===== src/rtl/fft_cfg_if.sv =====
// AXI-Stream configuration channel between fft_cfg_streamer and the FFT core.
// The streamer drives it through the master modport; the core sees the slave side.
interface fft_cfg_if #(
    parameter int CFG_W = 24
);
    logic [CFG_W-1:0] tdata;
    logic             tvalid;
    logic             tready;

    modport master (output tdata, output tvalid, input tready);
    modport slave  (input tdata, input tvalid, output tready);
endinterface


===== src/rtl/fft_cfg_streamer.sv =====
// Sends one FFT config beat whenever {cfg_data_sel, frame_size} changes, holding off the
// sample feeder until the core has re-armed. Optional SEND timeout: define FFT_CFG_TIMEOUT_EN.
module fft_cfg_streamer #(
    parameter int CFG_W       = 24,
    parameter int SETTLE_CYC  = 16,
    parameter int TIMEOUT_CYC = 4096
) (
    input  logic             clk,
    input  logic             resetn,
    input  logic [CFG_W-1:0] cfg_data_sel,
    input  logic [9:0]       frame_size,
    input  logic             data_active,
    fft_cfg_if.master        m_axis_config,
    output logic             cfg_busy,
    output logic [9:0]       applied_frame_size,
    output logic             cfg_done,
    output logic             cfg_timeout
);

    localparam int SNAP_W = CFG_W + 10;
    localparam int SET_W  = $clog2(SETTLE_CYC + 1);

    if (SETTLE_CYC < 1 || TIMEOUT_CYC < 1) begin : g_bad_param
        $error("fft_cfg_streamer: SETTLE_CYC and TIMEOUT_CYC must be >= 1");
    end

    typedef enum logic [1:0] {
        IDLE,
        WAIT_FRAME,
        SEND,
        SETTLE
    } state_t;

    state_t             state;
    state_t             state_nxt;
    logic [CFG_W-1:0]   tdata_r;
    logic [9:0]         size_snap;
    logic [SNAP_W-1:0]  sent_reg;
    logic [SET_W-1:0]   settle_cnt;
    logic               changed;
    logic               handshake;
    logic               latch_en;
    logic               settle_end;
    logic               timeout_hit;
    logic               tvalid_c;

    // Compared against what the core actually accepted, not against the last latch.
    assign changed    = ({cfg_data_sel, frame_size} != sent_reg);
    assign handshake  = (state == SEND) && m_axis_config.tready;
    assign latch_en   = (state == WAIT_FRAME) && !data_active;
    assign settle_end = (state == SETTLE) && (settle_cnt == '0);

    // NOTE: sequential state uses non-blocking assignments so every flop samples pre-edge values.
    always_ff @(posedge clk or negedge resetn) begin
        if (!resetn) begin
            state <= WAIT_FRAME;
        end else begin
            state <= state_nxt;
        end
    end

    // NOTE: defaults come first so no path through the case leaves an output unassigned (no latch).
    always_comb begin
        state_nxt = state;
        tvalid_c  = 1'b0;
        cfg_busy  = 1'b1;
        unique case (state)
            IDLE: begin
                cfg_busy = 1'b0;
                if (changed) state_nxt = WAIT_FRAME;
            end
            WAIT_FRAME: begin
                if (!data_active) state_nxt = SEND;
            end
            SEND: begin
                tvalid_c = 1'b1;
                if (handshake) begin
                    state_nxt = SETTLE;
                end else if (timeout_hit) begin
                    state_nxt = WAIT_FRAME;
                end
            end
            SETTLE: begin
                if (settle_cnt == '0) state_nxt = changed ? WAIT_FRAME : IDLE;
            end
            default: state_nxt = WAIT_FRAME;
        endcase
    end

    assign m_axis_config.tvalid = tvalid_c;
    assign m_axis_config.tdata  = tdata_r;

    always_ff @(posedge clk or negedge resetn) begin
        if (!resetn) begin
            tdata_r            <= '0;
            size_snap          <= 10'd512;
            sent_reg           <= '0;
            applied_frame_size <= 10'd512;
            settle_cnt         <= '0;
            cfg_done           <= 1'b0;
        end else begin
            // Registered so the pulse coincides with the first IDLE cycle.
            cfg_done <= settle_end && !changed;

            if (latch_en) begin
                tdata_r   <= cfg_data_sel;
                size_snap <= frame_size;
            end

            if (handshake) begin
                sent_reg           <= {tdata_r, size_snap};
                applied_frame_size <= size_snap;
                settle_cnt         <= SET_W'(SETTLE_CYC - 1);
            end else if ((state == SETTLE) && (settle_cnt != '0)) begin
                settle_cnt <= settle_cnt - 1'b1;
            end
        end
    end

`ifdef FFT_CFG_TIMEOUT_EN
    localparam int TO_W = $clog2(TIMEOUT_CYC + 1);

    logic [TO_W-1:0] to_cnt;
    logic            timeout_flag;

    // to_cnt counts completed SEND cycles; it is zero on the first SEND cycle.
    assign timeout_hit = (state == SEND) && !m_axis_config.tready &&
                         (to_cnt == TO_W'(TIMEOUT_CYC - 1));

    always_ff @(posedge clk or negedge resetn) begin
        if (!resetn) begin
            to_cnt       <= '0;
            timeout_flag <= 1'b0;
        end else begin
            if (state != SEND) begin
                to_cnt <= '0;
            end else if (!timeout_hit) begin
                to_cnt <= to_cnt + 1'b1;
            end
            if (timeout_hit) timeout_flag <= 1'b1;
        end
    end

    assign cfg_timeout = timeout_flag;
`else
    assign timeout_hit = 1'b0;
    assign cfg_timeout = 1'b0;
`endif

endmodule

===== src/flat_wrapper.sv =====
// flat-port wrapper written by rule: the top's interface ports become plain ports
module fft_cfg_streamer_flat 
#(
    parameter int CFG_W       = 24,
    parameter int SETTLE_CYC  = 16,
    parameter int TIMEOUT_CYC = 4096
)
  (clk, resetn, cfg_data_sel, frame_size, data_active, cfg_busy, applied_frame_size, cfg_done, cfg_timeout, m_axis_config_tdata, m_axis_config_tvalid, m_axis_config_tready);
  fft_cfg_if #(.CFG_W(CFG_W)) m_axis_config_i ();
  input  logic clk;
  input  logic resetn;
  input  logic [CFG_W-1:0] cfg_data_sel;
  input  logic [9:0] frame_size;
  input  logic data_active;
  output logic cfg_busy;
  output logic [9:0] applied_frame_size;
  output logic cfg_done;
  output logic cfg_timeout;
  output wire logic [$bits(m_axis_config_i.tdata)-1:0] m_axis_config_tdata;
  output wire logic [$bits(m_axis_config_i.tvalid)-1:0] m_axis_config_tvalid;
  input wire logic [$bits(m_axis_config_i.tready)-1:0] m_axis_config_tready;
  assign m_axis_config_tdata = m_axis_config_i.tdata;
  assign m_axis_config_tvalid = m_axis_config_i.tvalid;
  assign m_axis_config_i.tready = m_axis_config_tready;
  fft_cfg_streamer #(.CFG_W(CFG_W), .SETTLE_CYC(SETTLE_CYC), .TIMEOUT_CYC(TIMEOUT_CYC)) u_core (.clk(clk), .resetn(resetn), .cfg_data_sel(cfg_data_sel), .frame_size(frame_size), .data_active(data_active), .m_axis_config(m_axis_config_i), .cfg_busy(cfg_busy), .applied_frame_size(applied_frame_size), .cfg_done(cfg_done), .cfg_timeout(cfg_timeout));
endmodule

===== config.mk =====
export PLATFORM = sky130hd
export DESIGN_NAME = fft_cfg_streamer_flat
export DESIGN_NICKNAME = d
export VERILOG_FILES = /design/src/rtl/fft_cfg_if.sv /design/src/rtl/fft_cfg_streamer.sv /design/src/flat_wrapper.sv
export SDC_FILE = /design/constraint.sdc
export NUM_CORES = 1
export LEC_CHECK = 0
export BUFFER_PORTS_ARGS = -buffer_cell sky130_fd_sc_hd__buf_2
export CAP_MARGIN = 20
export CORE_MARGIN = 2
export CORE_UTILIZATION = 38
export CTS_BUF_LIST = sky130_fd_sc_hd__clkbuf_4 sky130_fd_sc_hd__clkbuf_8
export DETAILED_ROUTE_END_ITERATION = 8
export PLACE_DENSITY = 0.64
export REMOVE_ABC_BUFFERS = 1
export SLEW_MARGIN = 20
export SYNTH_ARGS = -nofsm -noshare
export SYNTH_HDL_FRONTEND = slang
export SYNTH_SLANG_ARGS = --single-unit

===== constraint.sdc =====
create_clock -name clk -period 2.25 [get_ports clk]
set_input_delay 0.3375 -clock clk [delete_from_list [all_inputs] [get_ports clk]]
set_output_delay 0.3375 -clock clk [all_outputs]
set_load 0.01 [all_outputs]

# [Yosys cells after proc, flatten, opt, wreduce, memory -nomap -nowiden]
# Index checks and enable logic that the tools add are counted.
[totals] out_inout_bits=38 ff_bits=86 elab_cells=38 in_bits=38
[op_classes] n_eq_ne=8 mux=10 n_reduce_logical=12 addsub=1
[ops] cell="$ne 34x34->1" n=1
[ops] cell="$mux 5" n=2
[ops] cell="$mux 2" n=4
[ops] cell="$pmux 2 s4" n=1
[ops] cell="$ne 2x1->1 const B" n=3
[ops] cell="$logic_and 1x1->1" n=5
[ops] cell="$logic_not 5->1" n=1
[ops] cell="$reduce_bool 5->1" n=1
[ops] cell="$sub 5x1->5 const B" n=1
[ops] cell="$eq 2x2->1 const B" n=2
[ops] cell="$reduce_and 4->1" n=1
[ops] cell="$mux 1" n=3
[ops] cell="$eq 2x1->1 const B" n=1
[ops] cell="$logic_not 1->1" n=2
[ops] cell="$logic_not 2->1" n=1
[ops] cell="$ne 2x2->1 const B" n=1
[ops] cell="$reduce_bool 2->1" n=1

# [Logic depth before layout (Yosys ltp)]
# Gate-level depths: netlist of run 1.
[logic_depth] ltp_word=4 mapped_depth=8 ltp_nobuf=8

# [Worst setup path after synthesis of run 1]
# No wires, ideal clock.
[synth_path] path_type="register to register" startpoint="register u_core.state[0]" endpoint="register u_core.sent_reg[29]" path_slack_ps=105 arrival_time_ps=2021 synth_period_minus_slack_ps=2145 stages_incl_launch_ff=7 path_buffers=2 setup_time_ps=125 required_time_ps=2125 path_cell_list="dfstp_2 -> inv_1 -> ha_1 -> nand2_1 -> clkbuf_1 -> buf_1 -> mux2_2"
[synth_via] elab_chain_cells=2
[synth_rtl] element="from (decl)" line_no="fft_cfg_streamer.sv:34" text="state_t state;"
[synth_rtl] element="from (signal assigned)" line_no="fft_cfg_streamer.sv:58" text="state <= state_nxt;"
[synth_rtl] element="$eq 2x2->1" line_no="fft_cfg_streamer.sv:49" text="assign handshake = (state == SEND) && m_axis_config.tready;"
[synth_rtl] element="$logic_and 1x1->1" line_no="fft_cfg_streamer.sv:49"
[synth_rtl] element="to (signal assigned)" line_no="fft_cfg_streamer.sv:111" text="sent_reg <= {tdata_r, size_snap};"
[synth_rtl] element="to (decl)" line_no="fft_cfg_streamer.sv:38" text="logic [SNAP_W-1:0] sent_reg;"
# Every way passes these cells.
# A chain may end at the register's enable or synchronous reset.

# [Worst setup path in the final report of run 1]
[layout_path] startpoint="register u_core.settle_cnt[0]" endpoint="register u_core.state[0]"
[layout_via] elab_chain_cells=3
[layout_rtl] element="from (decl)" line_no="fft_cfg_streamer.sv:39" text="logic [SET_W-1:0] settle_cnt;"
[layout_rtl] element="from (signal assigned)" line_no="fft_cfg_streamer.sv:113" text="settle_cnt <= SET_W'(SETTLE_CYC - 1);"
[layout_rtl] element="from (signal assigned)" line_no="fft_cfg_streamer.sv:115" text="settle_cnt <= settle_cnt - 1'b1;"
[layout_rtl] element="$logic_not 5->1" line_no="fft_cfg_streamer.sv:84" text="if (settle_cnt == '0) state_nxt = changed ? WAIT_FRAME : IDLE;"
[layout_rtl] element="$ne 2x1->1 (no source line)"
[layout_rtl] element="$reduce_and 4->1 (no source line)"
# Every way passes these cells.

==> results.ini, run 1 <==
[status]
status = finished, final reports clean

[logic_synthesis]
syn_area_per_cell_sq_um = 13.6
synth_commonest_cells = sky130_fd_sc_hd__dfrtp_1, sky130_fd_sc_hd__mux2_2, sky130_fd_sc_hd__xnor2_1
synth.cell_area_sq_mm = 0.00349
ys.warnings.count = 0
syn-instance-count = 256
ys.flop_type = sky130_fd_sc_hd__dfrtp_1
post-synth-top-count-cell = sky130_fd_sc_hd__dfrtp_1
synth_enable_flop_cells = 0
share_of_async_settable_or_async_resettable_flops_after_synthesis_pct = 100
yosys.cell_types.count = 25
synth-seq-cells = 77
leading_area_contributor_after_synthesis = sky130_fd_sc_hd__dfrtp_1
post-synth-top-area-fraction_pct = 53.1
ys_top_cells_by_area = sky130_fd_sc_hd__dfrtp_1, sky130_fd_sc_hd__mux2_2, sky130_fd_sc_hd__xnor2_1
synth_seq_area_share_pct = 55.4

[worst_setup_path]
worst_path_most_repeated_cell = sky130_fd_sc_hd__a221o_1
criticalPathCategory = flip-flop to flip-flop
start_kind = flip-flop
crit_path_end_kind = flip-flop
worst_path_arrival_ns = 2.24
worstSetupStartpoint = u_core.settle_cnt[0]
crit_path_cell_trace = inv_1, ha_1, nor4b_2, nor2b_2, a221o_1, o21bai_4, a221o_1
timing.critical_path.slowest_stage_cell = sky130_fd_sc_hd__dfrtp_1
crit-reg2reg-launch = u_core.settle_cnt[0]
critPathRequiredTime_ns = 2.52
critical_path_buf_inv_count = 1
worstPathMaxFanout = 6
critical-path-top-delay-family = compound AO/OA/AOI/OAI gates
timing.critical_path.slowest_cell_delay_ns = 0.41

[timing]
fmax_ghz = 0.508
final_period_minus_worst_setup_slack_ns = 1.97
layout_setup_ws_ns = 0.283
rsz0062_at_grt = false
timing_max_transition_violations_final = 0
fin_tns_setup_ns = 0
slew-limit-headroom_pct = 65.7
period_share_pct = 87.4
maximum_clock_skew_at_final_layout_ns = 0.00663
report.final.setup_viol = 0
worstMarginPinSlew_ns = 0.514
hold_violations = 0

[clock_tree]
clock_transition_at_the_registers_of_the_reported_paths_ns = 0.08
worst_skew_pair.late_latency_ns = 0.34
post-cts-setup-buffer-count = 0
cts.path.max_buffers = 2
numCtsBuffers = 9
cts_htree_levels = 3
tritoncts_clock_tree = yes
cts.sinks = 77
clock_tree.root_cell = sky130_fd_sc_hd__clkbuf_8
post_cts_resized = 0

[global_routing]
groute.usage.overall_pct = 14.2
initial_antenna_violation_count = 0
vias_in_the_first_global_route = 2252
globalRoute.totalOverflow = 0
pin_count_of_the_biggest_net_entering_global_routing = 41
grt_pass1_wl_microns = 11000

[die]
die_area_sq_mm = 0.00996
placeableCoreArea_sq_mm = 0.00881
rows = 34
die-height_microns = 99.8
horizontal_die_dimension_microns = 99.8
floorplan.initialDensity_pct = 39.6
design.portCount = 76

[placed_design]
number_of_buffer_cells_added_on_primary_ports = 74
place_ws_ns = 0.204
last_weighted_congestion_value_of_the_routability_driven_placer = 0.773
dpl-instance-area_sq_mm = 0.00395
hpwl_microns = 4590

[drt]
wirelength_microns = 6540
avgRoutedWirePerCell_microns = 14.8
vias = 2141
postRouteAntennaNets = 0
detail_route.drc_violations = 0
viasPerCell = 4.85
first_iter_violations = 28
first_pass_iters = 3

[power]
p_per_area_mw_per_mm2 = 1450
total_power_w = 0.00612
cellLeakagePower_nw = 1.91
irDropWorstVdd_v = 0.000560

[cells_and_area]
areaGrowthSynthToFinish_pct = 21.1
fillers = 801
design_area_final_sq_mm = 0.00422
largest_reg_flops = 34
layout-drive-gt1-share_pct = 51.4
utilization_pct = 48.0
ant_diodes = 0
final_net_count = 373

[job]
max-cap-violations = 0

[min_path]
hold_start = m_axis_config_tready
min_path_type = input pin to flip-flop

-- metal layers --
layer  global-route usage (%)  vias to the layer above  share of wire [%]
met1                     19.3                     1066                 49
met3                     3.13                       10                3.9
li1                         -                     1019                  -
met5                        0                        -                  0
met2                     21.7                       46                 45
met4                     6.95                        0                2.0
-- final cells by class --
| type | count | area, sq um | area share (%) |
|---|---|---|---|
| multi-input cells | 155 | 1430 | 34.0 |
| flip-flops and latches | 77 | 1930 | 45.7 |
| clock buffers | 13 | 173 | 4.09 |
| inverters | 6 | 22.5 | 0.533 |
| well taps | 108 | 135 | 3.20 |
| clock inverters | 3 | 90.1 | 2.13 |
| repair buffers | 79 | 438 | 10.4 |
-- final timing paths --
kind                                                 to  slack (ns)  depth (start not counted)
setup / recovery                        u_core.state[0]        0.28                          7
max in group asynchronous  u_core.applied_frame_size[9]        1.09                          3
min in group asynchronous           u_core.sent_reg[24]        0.51                          2
hold / removal                     u_core.settle_cnt[4]        0.23                          2
hold reg to reg            u_core.applied_frame_size[9]        0.46                          2
setup reg to reg                        u_core.state[0]        0.28                          7
-- cell usage in the layout (no fill, tap or decap), types with 3 or more instances in the layout --
master,instances
sky130_fd_sc_hd__bufinv_16,3
sky130_fd_sc_hd__buf_2,73
sky130_fd_sc_hd__dfrtp_1,74
sky130_fd_sc_hd__clkbuf_8,12
sky130_fd_sc_hd__nor3_1,4
sky130_fd_sc_hd__xor2_1,5
sky130_fd_sc_hd__xnor2_1,33
sky130_fd_sc_hd__mux2_2,68
sky130_fd_sc_hd__dfstp_2,3
sky130_fd_sc_hd__ha_1,7
sky130_fd_sc_hd__buf_4,3
sky130_fd_sc_hd__nand2_1,13
sky130_fd_sc_hd__nand4_1,8
sky130_fd_sc_hd__inv_1,6
-- repair_timing --
action	CTS	global route
hold buffers	1	0
hold endpoints to repair	37	0
endpoints found under the setup margin	0	0
-- cells by family (layout without fill, tap and decap cells) --
logic type / count (synthesis) / count (layout) / share of synthesized area (%)
adders and majority gates: 7 / 7 / 2.51
DFF: 77 / 77 / 55.4
other: 1 / 1 / 0.108
muxes: 68 / 68 / 22.0
and+or+nand+nor: 34 / 34 / 5.17
buffers and inverters: 24 / 101 / 3.66
AOI/OAI and AO/OA: 7 / 7 / 1.69
xor gates and xnor gates: 38 / 38 / 9.54
-- stage by stage --
step,std cells,hold slack (ns)
2_1_floorplan,238,0.0419
3_3_place_gp,424,0.347
3_5_place_dp,424,0.348
4_1_cts,441,0.210
5_1_grt,441,0.227
6_report,441,0.227
-- where the power goes --
group	internal, W	switching, W
clock	0.000841	0.000488
sequential	0.00210	0.000465
combinational	0.00128	0.000954
total	0.00422	0.00191
Power figures use the tool's default switching activity.
==> run 2, diff against run 1 <==
Settings changed: PLACE_DENSITY 0.64 to 0.62.
Clock period 2.25 ns to 2.5 ns, I/O delays scaled along.
==> run 2 against run 1 <==
Compared with the run above: utilization down 0.37 points; sequential share of layout area up 0.35 points; first-iteration DRC count unchanged; clock power down 13%; maximum frequency down 2.5%; combinational power down 9.9%; flip-flop and latch count unchanged; non-clock buffer count down 2; register-to-register slack better by 0.20 ns; cell area down 0.77%; worst hold slack worse by 0.071 ns; count of clock-buffer cells in the layout down 1; critical endpoint is now u_core.state[1]; largest cell class unchanged; highest routed layer unchanged.
==> results.ini, run 2 (synthesis results as in run 1) <==
[status]
status = finished, final reports clean

[drt]
first_iter_violations = 28  ; unchanged
met2_wirelength_microns = 2980  ; +1.2%
wirelength_microns = 6480  ; -0.92%
vias = 2123  ; -0.84%
top_layer_used_by_detailed_routing = met4
postRouteAntennaNets = 0  ; unchanged
viasPerCell = 4.84  ; -0.39%
routedLengthMet1_microns = 3050  ; -5.1%
detail_route.drc_violations = 0  ; unchanged
avgRoutedWirePerCell_microns = 14.8  ; -0.47%
met3_wirelength_microns = 325  ; +28%
first_pass_iters = 6  ; +3

[worst_setup_path]
timing.critical_path.slowest_stage_cell = sky130_fd_sc_hd__nor4_1
criticalPathCategory = flip-flop to flip-flop
timing.critical_path.slowest_cell_delay_ns = 0.43  ; +0.02 ns
worst_path_arrival_ns = 2.24  ; about the same
crit_path_end_kind = flip-flop
start_kind = flip-flop
rrSetupSlack_ns = 0.48  ; +0.20 ns
worstPathMaxFanout = 3  ; -3
crit_path_cell_trace = xnor2_1, nand4_1, nor4_1, nand3_1, o21bai_4, mux2_2
critPathRequiredTime_ns = 2.73  ; +0.21 ns

[min_path]
min_path_type = input pin to async pin

[placed_design]
number_of_buffer_cells_added_on_primary_ports = 74  ; unchanged
dpl-instance-area_sq_mm = 0.00394  ; -0.19%
place_ws_ns = 0.368  ; +0.164 ns
hpwl_microns = 4510  ; -1.6%
last_weighted_congestion_value_of_the_routability_driven_placer = 0.730  ; -5.6%
dp.cells = 423  ; -0.24%

[die]
horizontal_die_dimension_microns = 99.8  ; unchanged
rows = 34  ; unchanged
design.portCount = 76  ; unchanged
floorplan.initialDensity_pct = 39.6  ; unchanged
die-height_microns = 99.8  ; unchanged
die_area_sq_mm = 0.00996  ; unchanged
placeableCoreArea_sq_mm = 0.00881  ; unchanged

[clock_tree]
cts.sinks = 77  ; unchanged
cts.path.max_buffers = 2  ; unchanged
cts_htree_levels = 3  ; unchanged
worst_skew_pair.late_latency_ns = 0.35  ; about the same
post_cts_resized = 0  ; unchanged
clock_tree.root_cell = sky130_fd_sc_hd__clkbuf_8
numCtsBuffers = 9  ; unchanged
holdBufCountCts = 0  ; -1
tritoncts_clock_tree = yes
post-cts-setup-buffer-count = 0  ; unchanged
clock_transition_at_the_registers_of_the_reported_paths_ns = 0.08  ; about the same

[global_routing]
vias_in_the_first_global_route = 2234  ; -0.80%
globalRoute.totalOverflow = 0  ; unchanged
grt_pass1_wl_microns = 11000  ; -0.37%
initial_antenna_violation_count = 0  ; unchanged
pin_count_of_the_biggest_net_entering_global_routing = 78  ; +90%
groute.usage.overall_pct = 14.2  ; -0.032 points

[job]
max-cap-violations = 0  ; unchanged

[timing]
rsz0062_at_grt = false
report.final.setup_viol = 0  ; unchanged
worstMarginPinSlew_ns = 0.991  ; +0.477 ns
period_share_pct = 80.7  ; -6.8 points
hold_violations = 0  ; unchanged
fin_tns_setup_ns = 0  ; unchanged
layout_setup_ws_ns = 0.484  ; +0.200 ns
final_period_minus_worst_setup_slack_ns = 2.02  ; +0.0497 ns
timing_max_transition_violations_final = 0  ; unchanged
slew-limit-headroom_pct = 34.0  ; -32 points
fmax_ghz = 0.496  ; -2.5%
maximum_clock_skew_at_final_layout_ns = 0.0103  ; +0.00369 ns

[cells_and_area]
largest_reg_flops = 34  ; unchanged
areaGrowthSynthToFinish_pct = 20.2
mostFrequentLayoutCell = sky130_fd_sc_hd__dfrtp_1
finish.cell_count_without_fillers = 439  ; -0.45%
ant_diodes = 0  ; unchanged
layout-drive-gt1-share_pct = 51.4  ; about the same
design_area_final_sq_mm = 0.00419  ; -0.77%
most-common-layout-cells = sky130_fd_sc_hd__dfrtp_1, sky130_fd_sc_hd__buf_2, sky130_fd_sc_hd__mux2_2
final_net_count = 371  ; -0.54%
utilization_pct = 47.6  ; -0.37 points

[power]
irDropWorstVdd_v = 0.000495  ; -12%
p_per_area_mw_per_mm2 = 1310  ; -9.8%
cellLeakagePower_nw = 1.90  ; -0.71%

[run 2: cell types whose count changed in the layout (fill, tap and decap cells not counted)]
cell / delta
sky130_fd_sc_hd__clkinv_2: +1
sky130_fd_sc_hd__buf_4: -1
sky130_fd_sc_hd__clkbuf_8: -2
sky130_fd_sc_hd__clkbuf_4: +1
sky130_fd_sc_hd__dlygate4sd3_1: -1
[run 2: per-layer routing]
layer / track usage [%] / vias to the layer above
li1: - / 1009
met1: 18.7 / 1049
met2: 22.1 / 53
met3: 3.83 / 12
met4: 6.32 / 0
met5: 0 / -
[run 2: area by class of cell]
type / instances / area (sq um)
clock buffer: 12 / 153
clock inverter: 4 / 95.1
fill: 794 / 4620
inverter: 6 / 22.5
multi-input combinational: 155 / 1430
sequential: 77 / 1930
tap: 108 / 135
timing repair buffer: 77 / 420
[run 2: through the flow]
| step | hold WS [ns] | total power, W |
|---|---|---|
| detailed placement | 0.448 | 0.00439 |
| floorplan | 0.0794 | 0.00367 |
| global placement | 0.446 | 0.00432 |
| global route | 0.257 | 0.00588 |
| CTS | 0.213 | 0.00557 |
| finish | 0.156 | 0.00548 |
[run 2: report_power, final]
part           internal, W  switching [W]
Clock             0.000712       0.000444
Combinational      0.00115       0.000860
Sequential         0.00189       0.000420
[run 2: final timing paths]
path | endpoint | startpoint | cells after the start
worst max-delay path | u_core.state[1] | u_core.sent_reg[6] | 6
worst min-delay path | u_core.m_axis_config.tdata[23] | resetn | 1
worst max register to register | u_core.state[1] | u_core.sent_reg[6] | 6
worst min register to register | u_core.applied_frame_size[9] | u_core.applied_frame_size[9] | 2
max in group asynchronous | u_core.sent_reg[10] | resetn | 1
min in group clk | u_core.settle_cnt[4] | m_axis_config_tready | 2
[run 2: worst max-delay path, delay by kind of cell, from the launching register on]
family          cells  cell delay, ns
simple gates        3            0.79
xor+xnor            1            0.18
flops               1            0.41
compound gates      1            0.17
mux                 1            0.34
==> run 3, diff against run 2 <==
Settings changed: ABC_AREA set to 1, PLACE_DENSITY 0.62 to 0.64.
Clock period 2.5 ns to 1.8 ns, I/O delays scaled along.
==> run 3 against run 2 <==
Compared with the run above: area after synthesis is 9.3% higher; count of clock-buffer cells in the layout is 2 lower; power is 36% higher; die area is 8.9% higher; critical path type is now flip-flop to output pin; largest cell class unchanged; via count is 46% higher; largest power group unchanged; clock skew is 0.0028 ns lower.
==> results.ini, run 3 <==
[timing]
rsz0062_at_grt = false
report.final.setup_viol = 0  ; unchanged
period_share_pct = 93.6
final_period_minus_worst_setup_slack_ns = 1.69
maximum_clock_skew_at_final_layout_ns = 0.00751  ; -0.00281 ns
hold-worst-slack_ns = 0.183  ; +0.0264 ns
hold_violations = 0  ; unchanged
fin_tns_setup_ns = 0  ; unchanged
timing_max_transition_violations_final = 0  ; unchanged
fmax_ghz = 0.593

[drt]
avgRoutedWirePerCell_microns = 12.3  ; -17%
postRouteAntennaNets = 0  ; unchanged
first_iter_violations = 203  ; +630%
wirelength_microns = 8550  ; +32%
first_pass_iters = 4  ; -2
vias = 3106  ; +46%
viasPerCell = 4.46  ; -7.7%
detail_route.drc_violations = 0  ; unchanged

[power]
power.clock.fraction_pct = 21.8  ; +0.7 points
irDropWorstVdd_v = 0.000642  ; +30%
switching_power_w = 0.00285  ; +65%
cellLeakagePower_nw = 2.42  ; +28%
p_int_w = 0.00460  ; +22%
share_comb_of_total_power_pct = 37.2  ; +0.4 points
p_per_area_mw_per_mm2 = 1640  ; +25%
seq_power_share_pct = 40.9  ; -1.2 points
fraction_of_power_spent_switching_nets_pct = 38.3  ; +6.8 points

[worst_setup_path]
worst_path_arrival_ns = 1.42  ; -0.82 ns
rrSetupSlack_ns = 0.14  ; -0.34 ns
worstPathMaxFanout = 5  ; +2
crit_path_end_kind = output pin
critPathRequiredTime_ns = 1.53  ; -1.20 ns
start_kind = flip-flop
criticalPathCategory = flip-flop to output pin

[cells_and_area]
mostFrequentLayoutCell = sky130_fd_sc_hd__nand2_1
fillers = 1009  ; +27%
multi_input_comb_area_sq_mm = 0.00149  ; +4.2%
ant_diodes = 0  ; unchanged
most-common-layout-cells = sky130_fd_sc_hd__nand2_1, sky130_fd_sc_hd__dfrtp_1, sky130_fd_sc_hd__buf_2
areaGrowthSynthToFinish_pct = 19.3
largest_reg_flops = 34  ; unchanged
finish.cell_count_without_fillers = 696  ; +59%
sequential_cell_area_in_the_final_layout_sq_mm = 0.00193  ; unchanged
layout-drive-gt1-share_pct = 18.7  ; -33 points
final_net_count = 603  ; +63%

[die]
placeableCoreArea_sq_mm = 0.00977  ; +11%
design.portCount = 76  ; unchanged
horizontal_die_dimension_microns = 104  ; +4.3%
die-height_microns = 104  ; +4.3%
die_area_sq_mm = 0.0108  ; +8.9%
rows = 36  ; +5.9%
floorplan.initialDensity_pct = 39.0  ; -0.62 points

[clock_tree]
post_cts_resized = 0  ; unchanged
tritoncts_clock_tree = yes
clock_transition_at_the_registers_of_the_reported_paths_ns = 0.09  ; about the same
numCtsBuffers = 9  ; unchanged
cts.sinks = 77  ; unchanged
cts_htree_levels = 3  ; unchanged
post-cts-setup-buffer-count = 0  ; unchanged
cts.path.max_buffers = 2  ; unchanged
clock_tree.root_cell = sky130_fd_sc_hd__clkbuf_8
worst_skew_pair.late_latency_ns = 0.36  ; about the same

[status]
status = finished, final reports clean

[logic_synthesis]
synth-seq-cells = 77  ; unchanged
post-synth-top-count-cell = sky130_fd_sc_hd__nand2_1
synth_enable_flop_cells = 0  ; unchanged
share_of_async_settable_or_async_resettable_flops_after_synthesis_pct = 100  ; unchanged
syn-instance-count = 489  ; +91%
ys.warnings.count = 0  ; unchanged
synth_commonest_cells = sky130_fd_sc_hd__nand2_1, sky130_fd_sc_hd__dfrtp_1, sky130_fd_sc_hd__inv_1
post-synth-top-area-fraction_pct = 48.6  ; -4.5 points
ys_top_cells_by_area = sky130_fd_sc_hd__dfrtp_1, sky130_fd_sc_hd__nand2_1, sky130_fd_sc_hd__o21ai_0
syn_area_per_cell_sq_um = 7.79  ; -43%
synth.cell_area_sq_mm = 0.00381  ; +9.3%
ys.flop_type = sky130_fd_sc_hd__dfrtp_1
leading_area_contributor_after_synthesis = sky130_fd_sc_hd__dfrtp_1
yosys.cell_types.count = 27  ; +8.0%
synth_seq_area_share_pct = 50.7  ; -4.7 points

[global_routing]
initial_antenna_violation_count = 0  ; unchanged
pin_count_of_the_biggest_net_entering_global_routing = 43  ; -45%
globalRoute.totalOverflow = 0  ; unchanged
vias_in_the_first_global_route = 3140  ; +41%
grt_pass1_wl_microns = 14800  ; +35%
groute.usage.overall_pct = 17.1  ; +2.9 points

[job]
max-cap-violations = 0  ; unchanged

[min_path]
min_path_type = input pin to flip-flop

[placed_design]
last_weighted_congestion_value_of_the_routability_driven_placer = 0.791  ; +8.3%
number_of_buffer_cells_added_on_primary_ports = 74  ; unchanged
dp.cells = 679  ; +61%
hpwl_microns = 6350  ; +41%

-- run 3: kinds of logic (layout without fill, tap and decap cells) --
group | Yosys count | after routing | share of synthesized area [%]
other | 1 | 1 | 0.0984
XOR/XNOR | 15 | 15 | 3.45
buffers and inverters | 93 | 167 | 10.2
flip-flops | 77 | 77 | 50.7
AND/OR/NAND/NOR | 218 | 218 | 22.7
adder cells (fa/ha/maj) | 7 | 7 | 2.30
AO/OA/AOI/OAI | 78 | 78 | 10.6
-- run 3: path summary, 6_finish.rpt --
check / startpoint / endpoint / depth (start not counted)
max: u_core.state[0] / cfg_busy / 4
min: cfg_data_sel[14] / u_core.m_axis_config.tdata[14] / 3
max reg2reg: u_core.state[0] / u_core.settle_cnt[2] / 7
min reg2reg: u_core.size_snap[9] / u_core.applied_frame_size[9] / 2
max in group asynchronous: resetn / u_core.size_snap[9] / 3
min in group asynchronous: resetn / u_core.sent_reg[19] / 2
-- run 3: layout make-up --
cell class / instances / area share, %
Sequential cell: 77 / 42.5
Multi-Input combinational cell: 319 / 32.9
Timing Repair Buffer: 82 / 9.86
Inverter: 69 / 5.70
Tap cell: 133 / 3.66
Clock buffer: 10 / 3.03
Clock inverter: 6 / 2.40
-- run 3: critical path, stage by stage, from the launching register on --
cell and delay (ns):
sky130_fd_sc_hd__dfstp_2 0.57, sky130_fd_sc_hd__inv_1 0.08, sky130_fd_sc_hd__ha_1 0.23, sky130_fd_sc_hd__inv_1 0.06, sky130_fd_sc_hd__buf_2 0.12
-- run 3: metrics by stage --
step | util [%] | total power, W | cell area (sq um) | setup WS, ns
floorplan | - | 0.00484 | 3680 | -0.790
global placement | 43.9 | 0.00578 | 4290 | 0.212
detailed placement | 43.9 | 0.00590 | 4290 | 0.164
CTS | 46.5 | 0.00755 | 4540 | 0.0991
global route | 46.5 | 0.00815 | 4540 | 0.0137
finish | 46.5 | 0.00744 | 4540 | 0.115
-- run 3: timing repair --
item	CTS	global route
hold endpoints to repair	17	0
endpoints found under the setup margin	0	0
hold buffers	1	0
-- run 3: power groups by stage --
stage	logic (W)	registers, W	clock network (W)
finish	0.00277	0.00305	0.00163
global route	0.00325	0.00316	0.00174
CTS	0.00283	0.00306	0.00166
detailed placement	0.00283	0.00307	0
floorplan	0.00169	0.00315	0
global placement	0.00272	0.00306	0
-- run 3: per-layer routing --
metal	wire length, microns	share of wire, %	GRT usage, %
met1	4050	47	22.9
met2	3870	45	26.3
met3	433	5.1	4.26
met4	185	2.2	7.63
met5	0	0	0
